--- config.mk ---
export PLATFORM = sky130hd
export DESIGN_NAME = comb_sched
export DESIGN_NICKNAME = d
export VERILOG_FILES = /design/src/rtl/comb_sched.sv
export SDC_FILE = /design/constraint.sdc
export NUM_CORES = 1
export LEC_CHECK = 0
export ABC_AREA = 1
export BUFFER_PORTS_ARGS = -buffer_cell sky130_fd_sc_hd__buf_4
export CAP_MARGIN = 40
export CORE_MARGIN = 4
export CORE_UTILIZATION = 48
export DETAILED_ROUTE_END_ITERATION = 12
export PLACE_DENSITY = 0.77
export SETUP_SLACK_MARGIN = 0.05
export SYNTH_ARGS = -nofsm -noshare
export SYNTH_HDL_FRONTEND = slang
export SYNTH_SLANG_ARGS = --single-unit
--- constraint.sdc ---
create_clock -name clk -period 2 [get_ports clk]
set_clock_uncertainty 0.1 [all_clocks]
set_input_delay 0.4 -clock clk [delete_from_list [all_inputs] [get_ports clk]]
set_output_delay 0.4 -clock clk [all_outputs]
set_load 0.02 [all_outputs]
--- src/rtl/comb_sched.sv ---
// Pair scheduler for the Fibonacci combiner: arbitrates two channels, feeds each word pair
// through the combiner and holds the captured result for the downstream consumer.
module comb_sched #(
   parameter int unsigned TIMEOUT = 1023
) (
   input  logic        clk,
   input  logic        rst,
   input  logic        req0,
   input  logic        req1,
   input  logic [15:0] wa0,
   input  logic [15:0] wb0,
   input  logic [15:0] wa1,
   input  logic [15:0] wb1,
   output logic        gnt0,
   output logic        gnt1,
   output logic        cmb_rst_n,
   output logic        cmb_en,
   output logic [15:0] cmb_b,
   input  logic        cmb_done,
   input  logic        cmb_done_comb,
   input  logic [63:0] cmb_S,
   input  logic [63:0] cmb_data,
   output logic        out_valid,
   input  logic        out_ready,
   output logic [63:0] out_S,
   output logic [63:0] out_data,
   output logic        out_ch,
   output logic        timeout_err
);

   localparam int unsigned CntW = (TIMEOUT < 2) ? 1 : $clog2(TIMEOUT + 1);
   localparam logic [CntW-1:0] CntMax = CntW'(TIMEOUT);

   typedef enum logic [2:0] {
      StIdle,
      StClr,
      StFeedA,
      StWaitA,
      StFeedB,
      StWaitB,
      StOut,
      StAbort
   } state_e;

   state_e         state_q;
   logic           gnt0_q, gnt1_q;
   logic           cmb_rst_n_q, cmb_en_q;
   logic [15:0]    cmb_b_q;
   logic [15:0]    wa_q, wb_q;
   logic           ch_q, last_ch_q;
   logic           out_valid_q, out_ch_q, timeout_err_q;
   logic [63:0]    out_s_q, out_data_q;
   logic [CntW-1:0] wait_cnt_q;

   logic grant_any, grant_ch;

   // On a tie the channel that was not served last wins.
   always_comb begin
      grant_any = req0 | req1;
      if (req0 && req1) begin
         grant_ch = ~last_ch_q;
      end else begin
         grant_ch = req1;
      end
   end

   always_ff @(posedge clk or negedge rst) begin
      if (!rst) begin
         state_q       <= StIdle;
         gnt0_q        <= 1'b0;
         gnt1_q        <= 1'b0;
         cmb_rst_n_q   <= 1'b0;
         cmb_en_q      <= 1'b0;
         cmb_b_q       <= 16'h0000;
         wa_q          <= 16'h0000;
         wb_q          <= 16'h0000;
         ch_q          <= 1'b0;
         last_ch_q     <= 1'b1;
         out_valid_q   <= 1'b0;
         out_s_q       <= 64'h0;
         out_data_q    <= 64'h0;
         out_ch_q      <= 1'b0;
         timeout_err_q <= 1'b0;
         wait_cnt_q    <= '0;
      end else begin
         gnt0_q        <= 1'b0;
         gnt1_q        <= 1'b0;
         timeout_err_q <= 1'b0;
         unique case (state_q)
            StIdle: begin
               cmb_rst_n_q <= 1'b1;
               if (grant_any) begin
                  gnt0_q      <= ~grant_ch;
                  gnt1_q      <= grant_ch;
                  ch_q        <= grant_ch;
                  last_ch_q   <= grant_ch;
                  wa_q        <= grant_ch ? wa1 : wa0;
                  wb_q        <= grant_ch ? wb1 : wb0;
                  cmb_rst_n_q <= 1'b0;
                  state_q     <= StClr;
               end
            end
            StClr: begin
               cmb_rst_n_q <= 1'b1;
               cmb_en_q    <= 1'b1;
               cmb_b_q     <= wa_q;
               state_q     <= StFeedA;
            end
            StFeedA: begin
               cmb_en_q   <= 1'b0;
               wait_cnt_q <= '0;
               state_q    <= StWaitA;
            end
            StWaitA: begin
               // Completion wins over an abort landing on the same cycle.
               if (cmb_done) begin
                  cmb_en_q <= 1'b1;
                  cmb_b_q  <= wb_q;
                  state_q  <= StFeedB;
               end else if (wait_cnt_q == CntMax) begin
                  timeout_err_q <= 1'b1;
                  cmb_rst_n_q   <= 1'b0;
                  state_q       <= StAbort;
               end else begin
                  wait_cnt_q <= wait_cnt_q + CntW'(1);
               end
            end
            StFeedB: begin
               cmb_en_q   <= 1'b0;
               wait_cnt_q <= '0;
               state_q    <= StWaitB;
            end
            StWaitB: begin
               if (cmb_done_comb) begin
                  out_valid_q <= 1'b1;
                  out_s_q     <= cmb_S;
                  out_data_q  <= cmb_data;
                  out_ch_q    <= ch_q;
                  state_q     <= StOut;
               end else if (wait_cnt_q == CntMax) begin
                  timeout_err_q <= 1'b1;
                  cmb_rst_n_q   <= 1'b0;
                  state_q       <= StAbort;
               end else begin
                  wait_cnt_q <= wait_cnt_q + CntW'(1);
               end
            end
            StOut: begin
               if (out_ready) begin
                  out_valid_q <= 1'b0;
                  state_q     <= StIdle;
               end
            end
            StAbort: begin
               cmb_rst_n_q <= 1'b1;
               state_q     <= StIdle;
            end
            default: begin
               state_q <= StIdle;
            end
         endcase
      end
   end

   assign gnt0        = gnt0_q;
   assign gnt1        = gnt1_q;
   assign cmb_rst_n   = cmb_rst_n_q;
   assign cmb_en      = cmb_en_q;
   assign cmb_b       = cmb_b_q;
   assign out_valid   = out_valid_q;
   assign out_S       = out_s_q;
   assign out_data    = out_data_q;
   assign out_ch      = out_ch_q;
   assign timeout_err = timeout_err_q;

endmodule

# Yosys cells after proc, flatten, opt, wreduce, memory -nomap -nowiden
# Index checks and enable logic that the tools add are counted.
# word_totals
output_inout_bits	151
word_cells	84
reg_bits	198
# op_classes
n_mux	33
n_bitwise	3
reduce_logical	17
addsub	1
n_eq_ne	14
# ops
op	n
$mux W16	3
$pmux W16 S2	1
$mux W10	3
$pmux W10 S3	1
$pmux W3 S8	1
$mux W1	15
$mux W3	5
$eq A3 B3 Y1 const B	4
$ne A2 B2 Y1 const B	6
$add A10 B1 Y10 const B	1
$eq A10 B10 Y1 const B	1
$reduce_and A2 Y1	5
$reduce_and A3 Y1	3
$eq A3 B2 Y1 const B	2
$reduce_bool A3 Y1	2
$pmux W1 S2	2
$pmux W1 S4	1
$reduce_bool A2 Y1	2
$reduce_bool A4 Y1	1
$reduce_or A2 Y1	2
$eq A3 B1 Y1 const B	1
$logic_not A3 Y1	1
$pmux W1 S3	1
$not A1 Y1	2
other kinds (2)	2

# Logic depth before layout (Yosys ltp)
# Gate-level depths: netlist of run 1.
# logic_depth
ltp_word	5
mapped_depth	10

# Least setup slack after synthesis of run 1
# No wires, ideal clock.
# synth_path
path_type	register to register
start	register wait_cnt_q[0]
end	register wait_cnt_q[3]
setup_slack_ns	0.382
t_arrival_ns	1.397
period_less_slack_ns	1.618
required_ns	1.779
setup_time_ns	0.121
path_buffers	1
stages_incl_launch_ff	10
path_cell_list	dfrtp_1 ha_1 nand2_1 nor2_2 nand2_1 nor2_1 nand2_1 nand2_2 buf_6 o21ai_1
# synth_between
elab_chain_cells	4
word_cells_on_any_way	6
cone_classes	add/sub: 1; eq/ne: 1; mux: 4
# synth_lines
item	line_no	text
start, declared	53	logic [CntW-1:0] wait_cnt_q;
start signal, assigned	125	wait_cnt_q <= wait_cnt_q + CntW'(1);
start signal, assigned	145	wait_cnt_q <= wait_cnt_q + CntW'(1);
$add A10 B1 Y10 or $eq A10 B10 Y1 (tied branches)	--	
$mux W10 (*)	120, 140	
$mux W10 (on tied branches)	134, 116	
$pmux W10 S3 (*)	89	unique case (state_q)
# Every way passes the cells marked *; elsewhere a longest branch is shown, timed or not. The select of a mux whose other input is x is not followed.
# A chain may end at the register's enable or synchronous reset.

# Worst setup path in the final report of run 1
# layout_path
start	register state_q[0]
end	register wb_q[2]
# layout_between
elab_chain_cells	2
# layout_lines
item	line_no	text
start, declared	45	state_e state_q;
start signal, assigned	69	state_q <= StIdle;
start signal, assigned	100	state_q <= StClr;
start signal, assigned	107	state_q <= StFeedA;
$logic_not A3 Y1	89	
$reduce_and A2 Y1 (no source line)	--	
end signal, assigned	98	wb_q <= grant_ch ? wb1 : wb0;
end, declared	49	logic [15:0] wa_q, wb_q;
# No other way between the ends.

==> results of run 1 <==
[sequential cells by signal, summed over array words and instances (netlist names), 3 cells and up]
name	flops
wa_q	16
state_q	3
out_S	64
cmb_b	16
out_data	64
wb_q	16
wait_cnt_q	10
[layout by cell type, fill, tap and decap left out, types with 5 or more instances in the layout]
cell	synthesis	routed
inv_1	22	22
o21ai_1	23	23
a31oi_1	16	16
buf_12	0	9
buf_4	18	361
nand3_1	20	20
dfrtp_1	197	196
nand2_1	482	482
o21ai_0	70	70
nor2_1	57	56
clkinv_2	0	5
o21ai_2	7	7
clkbuf_16	0	17
[cell type report]
type	count	area (µm²)	share of cell area, %
flip-flops and latches	198	4960	42.1
multi-input cells	704	2990	25.4
repair buffers	372	2910	24.8
clock buffers	21	460	3.91
well taps	220	275	2.34
inverters	27	104	0.882
clock inverters	11	75.1	0.638
[worst min path at each step]
| stage | start | endpoint | slack, ns | depth (start not counted) |
|---|---|---|---|---|
| after floorplan | rst | ch_q | 0.004 | 0 |
| after global placement | rst | out_data[4] | 0.30 | 1 |
| after detailed placement | rst | out_S[39] | 0.30 | 1 |
| after CTS | cmb_S[30] | out_S[30] | 0.05 | 3 |
| after global routing | cmb_S[56] | out_S[56] | 0.06 | 3 |
| final | cmb_S[39] | out_S[39] | 0.06 | 3 |
[tightest hold or removal path, cell delays in order]
cell and delay, ns:
buf_4 0.07, nand2_1 0.04, nand2_1 0.04
[report_power, final]
| part | internal (mW) | switching, mW | leakage, nW |
|---|---|---|---|
| combinational | 3.23 | 4.84 | 3.59 |
| clock | 1.66 | 1.47 | 0.263 |
| sequential | 5.78 | 1.02 | 2.48 |
| total | 10.7 | 7.33 | 6.33 |
[metal layers]
metal	vias up	part of all wire [%]	GRT usage, %
li1	3762	-	-
met1	3688	40	32.9
met2	313	49	42.1
met3	33	8.6	7.24
met4	0	2.1	7.34
met5	-	0	0
[stage by stage]
stage	total power [mW]	utilization [%]	worst slack [ns]	hold WS, ns
final	18.0	70.3	0.184	0.0602
after global routing	19.2	70.3	0.101	0.0610
after CTS	18.1	70.1	0.0918	0.0493
after detailed placement	14.9	66.9	0.112	0.297
after global placement	14.7	66.9	0.194	0.295
after floorplan	11.3	-	0.382	0.00441
[cells by family after synthesis]
kind of cell | Yosys count
simple gates | 579
flops | 198
compound gates | 122
buf+inv | 79
fa+ha+maj | 2
[what timing repair did]
action | CTS | global route
resized for setup | 0 | 3
hold buffers | 1 | 0
endpoints found under the setup margin | 0 | 37
buffers inserted | 0 | 0
endpoints found under the hold margin | 44 | 0
==> results.md, run 1 <==
- IO Port Bufs: 349
- Flops & latches, synth: 198
- Reg-to-Reg End: wb_q[2]
- Depth of the most critical reg-to-reg path: 5
- GRT Util Overall: 25.4%
- Post-Syn Nets: 1,181
- Placed Area: 0.0112 mm²
- Critical path data arrival time: 2.05 ns
- Largest family of logic cells by synthesized area: simple AND/OR/NAND/NOR gates
- DR iter-0 viols: 562
- Hold WC Path Type: input port to register
- Leak Pwr: 6.33 nW
- Worst path buffer plus inverter count: 1
- CP startpoint: state_q[0]
- Area Overhead vs Synth: 41.5%
- Gr ovfl total: 0
- CP peak stage delay: 0.46 ns
- Vias in the first global route: 7,613
- Routed wire length: 25,300 µm
- Pin count of the biggest net entering global routing: 70
- Register area share after synthesis: 59.6%
- IO Count: 350
- Most used DFF post-synth: dfrtp_1
- First-pass GRT wire length: 39,900 µm
- Cell area power density: 1530 mW/mm²
- Worst setup path end: wb_q[2]
- Post-Synth XOR/XNOR Area: 0%
- Final #Nets: 1,521
- Async set or reset register ratio after synthesis: 100%
- CTS tree: built
- H-tree Lvls: 4
- Final instance area: 0.0118 mm²
- Peak supply drop: 673 µV
- Required time of the worst setup path: 2.23 ns
- Final setup viols: 0
- Core ar.: 0.0168 mm²
- RSZ-0062 raised after global routing: false
- Synthesized area per cell: 8.49 µm²
- Post-synthesis compound-gate area fraction: 7.95%
- Initial antenna violation count: 0
- Synth cell types: 30
- Cell mode on critical path: o21ai_0
- Post-synth EDFFs: 0
- DR vias/cell: 5.02
- Worst-skew pair later-pin latency: 0.42 ns
- Worst R2R Setup Slack: 0.18 ns
- Fin. max-slew vios: 0
- CP cell instances: nor3_2 > inv_2 > nor2_4 > o21ai_0 > o21ai_0
- Layout Cells excl Fill: 1,553
- Die height: 140 µm
- Crit path kind: register to register
- Vias: 7,796
- Clk sinks: 198
- Status: completed
- CP delay by family, top: simple AND/OR/NAND/NOR gates
- Post-Synth Adder-Cell Area: 0.301%
- Die ar.: 0.0195 mm²
- Wirelength per Cell: 16.3 µm
- CP max FO: 13
- Worst-Margin Slew: 0.514 ns
- Mux cell area share after synthesis: 0%
- Filler Cell Count: 1,349
- Die X: 140 µm
- Antenna viol nets, final: 0
- Share of layout cells above drive strength 1: 32.1%
- Clock tree buffer depth: 2
- Cell taking the most area after synthesis: dfrtp_1
- Crit Reg-Reg Startpoint: state_q[0]
- Startpoint Class: register
- Endpoint class of the critical path: register
- Root buf cell: clkbuf_16
- Slew Limit Headroom: 65.7%
- Period utilization: 90.8%
- Mapped Area: 0.00832 mm²
- Warnings, synthesis: 0
- Final TNS setup: 0 ns
- Placed Cells: 1,519
- Commonest cells post-synth: nand2_1 (482), dfrtp_1 (197), o21ai_0 (70)
- Num CTS Buffers: 17
- N_diodes: 0
- Min Tclk post-route: 1.82 ns
- Max Cap Viol: 0
- Final GP Congestion: 0.840
- Synth top area share: 59.2%
- Worst-path clk slew: 0.07 ns
- Final hold violation count: 0
- Synth Area in Simple Gates: 27.3%
- DRC viols: 0
- Final HPWL DP: 18,800 µm
- Top achievable clock speed: 551 MHz
- Critical path depth: 5
- Core Rows: 47
- Iteration count of the initial detailed-routing pass: 5
- Syn Inst Count: 980
- Starting Density: 49.6%
- Main area contributors after synthesis: dfrtp_1 (59%), nand2_1 (22%), o21ai_0 (4.2%), nor2_1 (2.6%), buf_4 (1.6%)
- Slowest CP cell: dfrtp_1
- Most frequent cell after synthesis: nand2_1
(Power assumes the default switching activity.)
==> run 2, diff against run 1 <==
==> constraint.sdc (replaced) <==
create_clock -name clk -period 1.75 [get_ports clk]
set_clock_uncertainty 0.1 [all_clocks]
set_input_delay 0.35 -clock clk [delete_from_list [all_inputs] [get_ports clk]]
set_output_delay 0.35 -clock clk [all_outputs]
set_load 0.02 [all_outputs]
==> run 2 against run 1 <==
Critical path depth did not move. Via count rose by 1.7%. Core utilization rose by 2.6 points. Fmax rose by 6.3%. First-iteration DRC count fell by 5.3%. Largest cell class unchanged. Global-route usage rose by 0.37 points. Critical endpoint is now out_data[24].
==> results.md, run 2 (synthesized netlist as in run 1, its figures left out) <==
- Status: completed
- DRC viols: 0
- IO Port Bufs: 349
- Max Cap Viol: 0
- Iteration count of the initial detailed-routing pass: 5
- Startpoint Class: register
- Leak Pwr: 6.54 nW
- Final hold violation count: 0
- Endpoint class of the critical path: register
- Gr ovfl total: 0
- Top Metal Used: met4
- Worst min-delay path startpoint: cmb_S[39]
- Num CTS Buffers: 17
- Depth of the most critical reg-to-reg path: 5
- Final instance area: 0.0122 mm²
- Critical path data arrival time: 1.91 ns
- DR vias/cell: 5.01
- Vias in the first global route: 7,857
- Crit Reg-Reg Startpoint: state_q[1]
- Layout Cells excl Fill: 1,582
- Placed Cells: 1,527
- NetSw: 8.62 mW
- Leading cell types in the layout, fill and taps excluded: nand2_1 (474), buf_4 (375), dfrtp_1 (195)
- Comb pwr share: 46.0%
- Top achievable clock speed: 585 MHz
- Hold WC Path Type: input port to register
- Period utilization: 97.6%
- Slew Limit Headroom: 65.0%
- RSZ-0062 raised after global routing: true
- Core Rows: 47
- Reg-to-Reg End: out_data[24]
- Die height: 140 µm
- H-tree Lvls: 4
- Worst-skew pair later-pin latency: 0.43 ns
- Worst-path clk slew: 0.07 ns
- Required time of the worst setup path: 1.95 ns
- Clock power share: 17.8%
- Pin count of the biggest net entering global routing: 119
- Total power: 21.6 mW
- Final #Nets: 1,551
- Starting Density: 49.6%
- Vias: 7,932
- P_int: 13.0 mW
- Peak supply drop: 808 µV
- Flop pwr share: 36.2%
- Placed Area: 0.0113 mm²
- Hold path depth: 3
- Clock tree buffer depth: 2
- GRT Util Overall: 25.8%
- Fin. max-slew vios: 0
- Hold WS: 0.0126 ns
- DR iter-0 viols: 532
- Die ar.: 0.0195 mm²
- CTS tree: built
- Root buf cell: clkbuf_16
- Final setup viols: 0
- Routed wire length: 26,200 µm
- Share of layout cells above drive strength 1: 34.2%
- Worst-Margin Slew: 0.525 ns
- Initial antenna violation count: 0
- Pre-CTS setup slack: 0.0224 ns
- Core ar.: 0.0168 mm²
- Most common cell after layout, fill and taps aside: nand2_1
- Final GP Congestion: 0.875
- Cell area power density: 1770 mW/mm²
- N_diodes: 0
- IO Count: 350
- Die X: 140 µm
- First-pass GRT wire length: 40,400 µm
- Wirelength per Cell: 16.5 µm
- Final HPWL DP: 18,700 µm
- Routed length on met3: 2240 µm
- Antenna viol nets, final: 0
- M1 WL: 10,200 µm
- Clk sinks: 198
- Crit path kind: register to register
- Sw frac: 39.9%
- Worst R2R Setup Slack: 0.04 ns
- Setup ws final: 0.0414 ns
- Area Overhead vs Synth: 46.7%
- Hold EP: out_S[39]
- Met2 layer wire length in the routed design: 13,000 µm
- Min Tclk post-route: 1.71 ns
- CP max FO: 118
run 2: changes by cell type in the layout (fill, tap and decap cells not counted), sizes merged:
cell | previous run | this run
buf | 370 | 390
dlygate4sd3 | 1 | 8
clkbuf | 22 | 26
clkinv | 7 | 5
bufinv | 0 | 1
clkinvlp | 2 | 3
inv | 29 | 28
nor2 | 61 | 60
run 2: cell type report:
cell class,count,area (µm²)
Sequential cell,198,4960
Fill cell,1254,4560
Timing Repair Buffer,402,3230
Multi-Input combinational cell,703,3030
Clock buffer,22,494
Tap cell,220,275
Inverter,27,110
Clock inverter,9,91.3
Timing Repair inverter,1,5.00
run 2: worst max-delay path by stage:
stage | startpoint | end | slack (ns) | cells past startpoint
after floorplan | wait_cnt_q[0] | wait_cnt_q[3] | 0.13 | 9
after global placement | req0 | wa_q[12] | 0.09 | 8
after detailed placement | req0 | wa_q[12] | 0.02 | 8
after CTS | last_ch_q | wa_q[12] | 0.09 | 7
final | state_q[1] | out_data[24] | 0.04 | 5
after global routing | wait_cnt_q[1] | wait_cnt_q[9] | -0.03 | 10
run 2: repair_timing:
item	CTS	global route
hold endpoints to repair	50	0
setup buffers	0	10
hold buffers	8	0
gates resized for setup	0	27
setup endpoints to repair	0	109
run 2: power by group through the flow:
stage	combinational [mW]	sequential [mW]	clock, mW
after detailed placement	9.45	7.81	0
final	9.94	7.81	3.84
after floorplan	3.41	9.54	0
after CTS	9.50	7.77	3.90
after global placement	9.27	7.74	0
after global routing	10.8	8.04	4.12
run 2: critical path: stages (launching register included):
cell and delay, ns:
dfrtp_2 0.48, nor2_2 0.22, nand3_4 0.16, buf_12 0.26
nand2_1 0.18, nand2_1 0.09
run 2: layer usage:
| layer | vias up | global-route usage (%) |
|---|---|---|
| met5 | - | 0 |
| met4 | 0 | 9.84 |
| met3 | 56 | 7.79 |
| met2 | 334 | 42.5 |
| met1 | 3722 | 32.2 |
| li1 | 3820 | - |
run 2: stage by stage:
step | util, % | TNS (ns)
finish | 72.8 | 0
detailed placement | 67.3 | 0
global placement | 67.3 | 0
floorplan | - | 0
CTS | 71.3 | 0
global route | 72.8 | -0.116
==> run 3, diff against run 2 <==
--- a/config.mk
+++ b/config.mk
@@ -5,13 +5,12 @@
 export SDC_FILE = /design/constraint.sdc
 export NUM_CORES = 1
 export LEC_CHECK = 0
-export ABC_AREA = 1
 export BUFFER_PORTS_ARGS = -buffer_cell sky130_fd_sc_hd__buf_4
 export CAP_MARGIN = 40
 export CORE_MARGIN = 4
 export CORE_UTILIZATION = 48
 export DETAILED_ROUTE_END_ITERATION = 12
-export PLACE_DENSITY = 0.77
+export PLACE_DENSITY = 0.78
 export SETUP_SLACK_MARGIN = 0.05
 export SYNTH_ARGS = -nofsm -noshare
 export SYNTH_HDL_FRONTEND = slang
==> run 3 against run 2 <==
The run now ends with setup timing left. Non-clock buffer count increased by 9. Global-route usage decreased by 1.3 points. Fmax decreased by 7.1%. Critical path depth decreased by 1. Clock-buffer cell count decreased by 5. Sequential cell count unchanged. Combinational power increased by 13%. Clock power increased by 1%. Synthesized cell count decreased by 41%. Final cell count decreased by 24%. Routed wire length decreased by 5.8%. Largest cell class unchanged. Largest power group unchanged.
==> results.md, run 3 <==
- Clk sinks: 198
- Final GP Congestion: 0.839
- Core ar.: 0.0166 mm²
- Routed wire length: 24,700 µm
- Post-Syn Nets: 782
- Critical path data arrival time: 2.05 ns
- Setup ws final: -0.0900 ns
- Hold path depth: 2
- Vias: 6,275
- IO Count: 350
- Starting Density: 48.9%
- Worst min-delay path startpoint: cmb_S[57]
- Peak supply drop: 1090 µV
- Max Cap Viol: 0
- Post-synth EDFFs: 0
- Startpoint Class: register
- Clock tree buffer depth: 2
- Final hold violation count: 0
- Share of layout cells above drive strength 1: 61.4%
- Required time of the worst setup path: 1.96 ns
- Wirelength per Cell: 20.5 µm
- CTS tree: built
- Depth of the most critical reg-to-reg path: 4
- Register area share after synthesis: 61.1%
- Hold WC Path Type: input port to register
- Die height: 138 µm
- CP peak stage delay: 0.59 ns
- Top achievable clock speed: 543 MHz
- Flops & latches, synth: 198
- Crit Reg-Reg Startpoint: state_q[2]
- Area Overhead vs Synth: 52.5%
- Failing checks: setup timing
- Cell taking the most area after synthesis: dfrtp_1
- Status: complete, but fails checks
- Final #Nets: 1,173
- First-pass GRT wire length: 35,100 µm
- Initial antenna violation count: 0
- Synth cell types: 49
- Most frequent cell after synthesis: dfrtp_1
- Async set or reset register ratio after synthesis: 100%
- N_diodes: 0
- Slew Limit Headroom: 72.9%
- Endpoint class of the critical path: register
- Leading cell types in the layout, fill and taps excluded: buf_4 (378), dfrtp_1 (196), mux2_2 (129)
- DRC viols: 0
- Crit path kind: register to register
- Pre-CTS setup slack: -0.146 ns
- Core Rows: 47
- Syn Inst Count: 581
- Synth top area share: 60.8%
- Mapped Area: 0.00811 mm²
- DR iter-0 viols: 386
- Cell area power density: 1860 mW/mm²
- Leak Pwr: 6.13 nW
- Commonest cells post-synth: dfrtp_1 (197), mux2_2 (129), a221o_1 (33)
- CP startpoint: state_q[2]
- Final TNS setup: -2.00 ns
- CP cell instances: or4_4 > buf_12 > and2_0 > a221o_1
- Most common cell after layout, fill and taps aside: buf_4
- DR vias/cell: 5.21
- Final setup viols: 41
- Gr ovfl total: 0
- Antenna viol nets, final: 0
- Pin count of the biggest net entering global routing: 40
- Total power: 23.0 mW
- Fin. max-slew vios: 0
- Hold WS: 0.0402 ns
- H-tree Lvls: 4
- Synthesized area per cell: 14.0 µm²
- IO Port Bufs: 349
- Layout Cells excl Fill: 1,205
- Slowest CP cell: or4_4
- Main area contributors after synthesis: dfrtp_1 (61%), mux2_2 (18%), a221o_1 (4.1%), and2_0 (2.2%), mux2i_1 (2.0%)
- Final HPWL DP: 17,900 µm
- Worst-path clk slew: 0.08 ns
- Die X: 138 µm
- Die ar.: 0.0190 mm²
- Vias in the first global route: 6,370
- Period utilization: 105%
- Warnings, synthesis: 0
- RSZ-0062 raised after global routing: true
- Worst-Margin Slew: 0.402 ns
- Most used DFF post-synth: dfrtp_1
- Worst-skew pair later-pin latency: 0.43 ns
- Num CTS Buffers: 17
- GRT Util Overall: 24.5%
- Placed Cells: 1,158
- CP max FO: 29
- Min Tclk post-route: 1.84 ns
- Iteration count of the initial detailed-routing pass: 4
- Root buf cell: clkbuf_16
run 3: timing repair:
| item | 4_1_cts | 5_1_grt |
|---|---|---|
| hold endpoints to repair | 32 | 0 |
| setup endpoints to repair | 122 | 190 |
| pin swaps | 3 | 6 |
| resized for setup | 37 | 41 |
| hold buffers | 1 | 0 |
| cloned | 4 | 4 |
| setup buffers | 5 | 2 |
run 3: logic make-up after synthesis:
logic type               after synthesis  synth area share (%)
AO/OA/AOI/OAI                         89                  8.62
adder cells (fa/ha/maj)                2                 0.308
AND/OR/NAND/NOR                      100                  6.86
flip-flops                           198                  61.1
multiplexers                         145                  19.9
XOR/XNOR                               1                 0.108
buffers and inverters                 46                  3.12
run 3: layout make-up:
| type | count | area, µm² |
|---|---|---|
| Inverter | 7 | 26.3 |
| Fill cell | 1090 | 4220 |
| Tap cell | 220 | 275 |
| Timing Repair Buffer | 411 | 3460 |
| Sequential cell | 198 | 4960 |
| Multi-Input combinational cell | 337 | 3060 |
| Clock inverter | 15 | 164 |
| Clock buffer | 17 | 425 |
run 3: worst paths after layout:
kind                                to  slack, ns
max                            wb_q[6]      -0.09
min                          out_S[57]       0.04
max reg2reg                    wb_q[6]      -0.09
min reg2reg                   cmb_b[4]       0.38
max in group asynchronous    last_ch_q       0.67
min in group asynchronous  out_data[6]       0.29
run 3: critical path, delay by kind of cell (launching register included):
kind,cells,cell delay [ns]
buffers and inverters,1,0.19
flip-flops,1,0.41
AO/OA/AOI/OAI,1,0.27
AND/OR/NAND/NOR,2,0.75
run 3: metal layers:
layer | vias to the layer above | GRT usage, % | share of wire (%)
li1 | 2904 | - | -
met1 | 3094 | 29.6 | 37
met2 | 240 | 42.5 | 52
met3 | 37 | 6.49 | 7.5
met4 | 0 | 8.51 | 2.7
met5 | - | 0 | 0
run 3: power breakdown:
group	total [mW]	leakage (nW)	switching, mW	internal [mW]
logic	11.2	3.40	5.58	5.62
registers	7.90	2.45	1.18	6.72
clock network	3.89	0.285	1.86	2.03
total	23.0	6.13	8.62	14.4
run 3: stage by stage:
stage	utilization, %	cell area [µm²]
floorplan	-	8160
finish	74.6	12400
global placement	68.4	11300
global route	74.6	12400
CTS	73.5	12200
detailed placement	68.4	11300
